===== src/rtl/rvx_misc_pkg.sv =====
// rvx_misc_pkg: shared state encodings and widths for the misc library blocks
package rvx_misc_pkg;
  typedef enum logic [1:0] {
    SKID_EMPTY = 2'd0,
    SKID_BUSY  = 2'd1,
    SKID_FULL  = 2'd2
  } skid_state_e;
  localparam int BW_COUNT = 2;
endpackage


===== src/rtl/rvx_skid_slice.sv =====
// rvx_skid_slice: two-entry valid/ready register slice cutting data, valid and ready paths
module rvx_skid_slice
  import rvx_misc_pkg::*;
#(
  parameter int                 BW_DATA    = 32,
  parameter logic [BW_DATA-1:0] RESET_DATA = '0
) (
  input  logic                clk,
  input  logic                rst,
  input  logic                flush,
  input  logic                s_valid,
  output logic                s_ready,
  input  logic [BW_DATA-1:0]  s_data,
  output logic                m_valid,
  input  logic                m_ready,
  output logic [BW_DATA-1:0]  m_data,
  output logic [BW_COUNT-1:0] count
);
  skid_state_e state, state_n;
  logic [BW_DATA-1:0] main_q, main_n, skid_q, skid_n;
  logic s_fire, m_fire;
  assign s_ready = (state != SKID_FULL) & ~rst & ~flush;
  assign m_valid = state != SKID_EMPTY;
  assign m_data  = main_q;
  assign count   = BW_COUNT'(state);
  assign s_fire  = s_valid & s_ready;
  assign m_fire  = m_valid & m_ready;
  always_comb begin
    state_n = state;
    main_n  = main_q;
    skid_n  = skid_q;
    case (state)
      SKID_EMPTY: begin
        main_n  = s_fire ? s_data : main_q;
        state_n = s_fire ? SKID_BUSY : SKID_EMPTY;
      end
      SKID_BUSY: begin
        main_n  = (s_fire & m_fire) ? s_data : main_q;
        skid_n  = (s_fire & ~m_fire) ? s_data : skid_q;
        state_n = (s_fire & ~m_fire) ? SKID_FULL : (m_fire & ~s_fire) ? SKID_EMPTY : SKID_BUSY;
      end
      SKID_FULL: begin
        main_n  = m_fire ? skid_q : main_q;
        state_n = m_fire ? SKID_BUSY : SKID_FULL;
      end
      default: state_n = SKID_EMPTY;
    endcase
  end
  // flush clears exactly like reset; any same-cycle m_fire already consumed the old m_data
  always_ff @(posedge clk) begin
    if (rst | flush) begin
      state  <= SKID_EMPTY;
      main_q <= RESET_DATA;
      skid_q <= RESET_DATA;
    end else begin
      state  <= state_n;
      main_q <= main_n;
      skid_q <= skid_n;
    end
  end
endmodule


===== config.mk =====
export PLATFORM = sky130hd
export DESIGN_NAME = rvx_skid_slice
export DESIGN_NICKNAME = d
export VERILOG_FILES = /design/src/rtl/rvx_misc_pkg.sv /design/src/rtl/rvx_skid_slice.sv
export SDC_FILE = /design/constraint.sdc
export NUM_CORES = 1
export LEC_CHECK = 0
export BUFFER_PORTS_ARGS = -buffer_cell sky130_fd_sc_hd__buf_2
export CAP_MARGIN = 40
export CORE_UTILIZATION = 30
export CTS_CLUSTER_SIZE = 40
export DETAILED_ROUTE_END_ITERATION = 8
export HOLD_SLACK_MARGIN = 0.1
export PLACE_DENSITY = 0.61
export SLEW_MARGIN = 10
export SYNTH_ARGS = -nofsm -noshare
export SYNTH_HDL_FRONTEND = slang
export SYNTH_SLANG_ARGS = --single-unit

===== constraint.sdc =====
create_clock -name clk -period 2.9 [get_ports clk]
set_input_delay 0.58 -clock clk [delete_from_list [all_inputs] [get_ports clk]]
set_output_delay 0.58 -clock clk [all_outputs]
set_load 0.02 [all_outputs]

==> flow_summary.json <==
{
  "clock_tree_from_tritoncts": "done",
  "dp_slack_ns": 0.340,
  "netlist.area_leader.share_pct": 46.5,
  "synth-edff-count": 0,
  "hold_buffers": 0,
  "number_of_h_tree_branching_levels": 3,
  "cts_setup_buffers": 0,
  "vdd_drop_max_mv": 0.175,
  "cts.root.buffer_cell": "sky130_fd_sc_hd__clkbuf_8",
  "power_frac_clock_pct": 36.9,
  "synth_seq_area_share_pct": 46.5,
  "synth-simple-area-share_pct": 15.5,
  "fin_area_sq_um": 3430,
  "static-leakage-power_uw": 0.00152,
  "final_nets": 408,
  "clk_pin_slew_worst_paths_ns": 0.07,
  "insertion_delay_ns": 0.33,
  "grt_max_degree": 67,
  "place.detailed.hpwl_um": 4020,
  "syn_area_per_cell_sq_um": 9.29,
  "synth_warnings": 0,
  "met1_global_route_usage_pct": 16.7,
  "tritoncts.num_buffers": 9,
  "synth_fa_ha_area_share_pct": 0.881,
  "drt_pre_antenna_iters": 4,
  "detail_route.drc_violations": 0,
  "cellPowerDensity_nw_per_um2": 530,
  "net-switching-power_uw": 485,
  "syn_to_final_growth_pct": 20.7,
  "grt.total_usage_pct": 13.3,
  "pwr-share-comb_pct": 11.6,
  "timing.critical_path.fanout_max": 28,
  "reg2regPathDepth": 9,
  "num_vias": 2324,
  "start_util_pct": 30.9,
  "timing.setup.tns_ns": 0,
  "timing_max_transition_violations_final": 0,
  "switching_share_pct": 26.6,
  "synth_mux_area_share_pct": 11.3,
  "worst_setup_path_end_kind": "flop",
  "fp.coreArea_sq_um": 9200,
  "routed_wl_um": 6290,
  "groute.layer.met3.usage_pct": 4.15,
  "global_route.usage.met2_pct": 21.2,
  "setup_violations": 0,
  "max_transition_margin_pct": 41.5,
  "final_layout_size_suffix_gt1_share_pct": 33.2,
  "ant_nets": 0,
  "gate_count_post_synth": 306,
  "finalCritPeriodShare_pct": 76.3,
  "post-synth-top-area-cell": "sky130_fd_sc_hd__dfxtp_1",
  "die-area_sq_um": 9860,
  "synth_top_family_by_area": "compound AO/OA/AOI/OAI gates",
  "area.sequential_sq_um": 1320,
  "fin_ws_ns": 0.687,
  "die-height_um": 99.3,
  "worst-endpoint-required_ns": 3.15,
  "dr.first_iter.drc_count": 99,
  "initial_antenna_violation_count": 0,
  "n_fill_cell": 932,
  "synth_async_sr_flop_share_pct": 0,
  "rows": 35,
  "post_synth_instance_area_sq_um": 2840,
  "critPathArrivalTime_ns": 2.46,
  "seq_power_share_pct": 51.5,
  "antenna-diode-count": 0,
  "grt_busiest_layer": "met2",
  "clock_sink_count": 66,
  "port_bufs": 72,
  "clockBufferDepth": 2,
  "die_w_um": 99.3,
  "final.min_clock_period_ns": 2.21,
  "hold_class": "flop to flop",
  "detail_route.vias_per_cell": 4.79,
  "global_route.overflow_total": 0,
  "synthXorXnorAreaFrac_pct": 0,
  "synth-compound-area-share_pct": 20.8,
  "postCtsResizedCells": 0,
  "achievable-frequency_mhz": 452,
  "yosys-top-cells-area": "sky130_fd_sc_hd__dfxtp_1 46%, sky130_fd_sc_hd__a211oi_2 12%, sky130_fd_sc_hd__mux2i_1 11%",
  "worst_pin_slew_ns": 0.877,
  "place.gp.congestion": 0.706,
  "ys_ff_latch": 66,
  "cap_viol_max_count": 0,
  "detailed_place.area_sq_um": 3270,
  "routed_wire_length_per_instance_um": 13.0,
  "run_status": "finished clean",
  "synthFlopType": "sky130_fd_sc_hd__dfxtp_1",
  "ys_top_cells_by_count": "66 x sky130_fd_sc_hd__dfxtp_1, 66 x sky130_fd_sc_hd__nand2_1, 34 x sky130_fd_sc_hd__nor2_1",
  "boundary_pins": 73,
  "grt_first_pass_wirelength_um": 10300,
  "worst_setup_path_start_kind": "input port",
  "syn-num-nets": 345,
  "grt_setup_unrepaired": "no",
  "multiInputGateArea_sq_um": 1380,
  "internal_portion_of_total_power_uw": 1330,
  "final.setup_skew_ns": 0.00525,
  "synth_cell_types": 21,
  "worst_hold_path.num_cells": 2,
  "hold_violations": 0,
  "setup.worst_path.class": "input port to flop",
  "first_global_vias": 2117
}
-- final timing paths --
kind,slack [ns],endpoint,from
max,0.69,m_data[17]$_SDFFE_PP0P_,rst
max reg2reg,0.70,m_data[17]$_SDFFE_PP0P_,count[0]$_SDFF_PP0_
min reg2reg,0.45,skid_q[6]$_SDFFE_PP0P_,skid_q[6]$_SDFFE_PP0P_
min,0.45,skid_q[6]$_SDFFE_PP0P_,skid_q[6]$_SDFFE_PP0P_
-- routing by layer --
metal / wire length (um) / vias to the layer above
li1: - / 1166
met1: 3090 / 1085
met3: 368 / 10
met4: 75 / 0
met2: 2760 / 63
met5: 0 / -
-- final cells by class --
| cell class | count | share of cell area [%] |
|---|---|---|
| clock inverters | 3 | 0.438 |
| repair buffers | 78 | 12.2 |
| inverters | 2 | 0.219 |
| clock buffers | 13 | 4.34 |
| multi-input cells | 212 | 40.3 |
| well taps | 111 | 4.05 |
| flip-flops and latches | 66 | 38.5 |
-- power groups by stage --
| stage | registers [uW] | logic [uW] | clock network (uW) |
|---|---|---|---|
| after floorplan | 980 | 124 | 0 |
| after global placement | 957 | 209 | 0 |
| after detailed placement | 958 | 214 | 0 |
| after CTS | 937 | 214 | 698 |
| after global routing | 939 | 232 | 733 |
| final | 937 | 211 | 671 |
-- critical path, cell delays in order --
cell	delay (ns)
sky130_fd_sc_hd__buf_2	0.10
sky130_fd_sc_hd__or2_2	0.30
sky130_fd_sc_hd__nor2b_1	0.14
sky130_fd_sc_hd__and2_1	0.18
sky130_fd_sc_hd__ha_1	0.15
sky130_fd_sc_hd__nor2b_1	0.07
sky130_fd_sc_hd__a221oi_4	0.25
sky130_fd_sc_hd__buf_4	0.38
sky130_fd_sc_hd__nor2_1	0.09
sky130_fd_sc_hd__a211oi_2	0.19
-- cells in the final DEF, fill, tap and decap left out, drive strengths merged, types with 3 or more instances in the layout --
master	instances
mux2i	32
dfxtp	66
nor2	34
nand2	66
clkinv	3
buf	78
nor2b	3
nand2b	3
a211oi	34
a21oi	32
clkbuf	13
-- logic make-up after synthesis --
| kind of cell | after synthesis |
|---|---|
| and+or+nand+nor | 110 |
| AOI/OAI and AO/OA | 68 |
| DFF | 66 |
| muxes | 32 |
| buffers and inverters | 28 |
| adders and majority gates | 2 |
-- metrics by stage --
stage / std cells / power, uW / utilization [%] / hold slack (ns)
after floorplan: 306 / 1100 / - / 0.436
after global routing: 485 / 1900 / 37.3 / 0.477
after detailed placement: 469 / 1170 / 35.5 / 0.446
after global placement: 469 / 1170 / 35.5 / 0.442
final: 485 / 1820 / 37.3 / 0.455
after CTS: 485 / 1850 / 37.3 / 0.456
-- registers in the layout, summed over array words and instances (netlist names) --
register  count
skid_q       32
m_data       32
count         2
No activity file was read; power rests on OpenSTA's default activity.
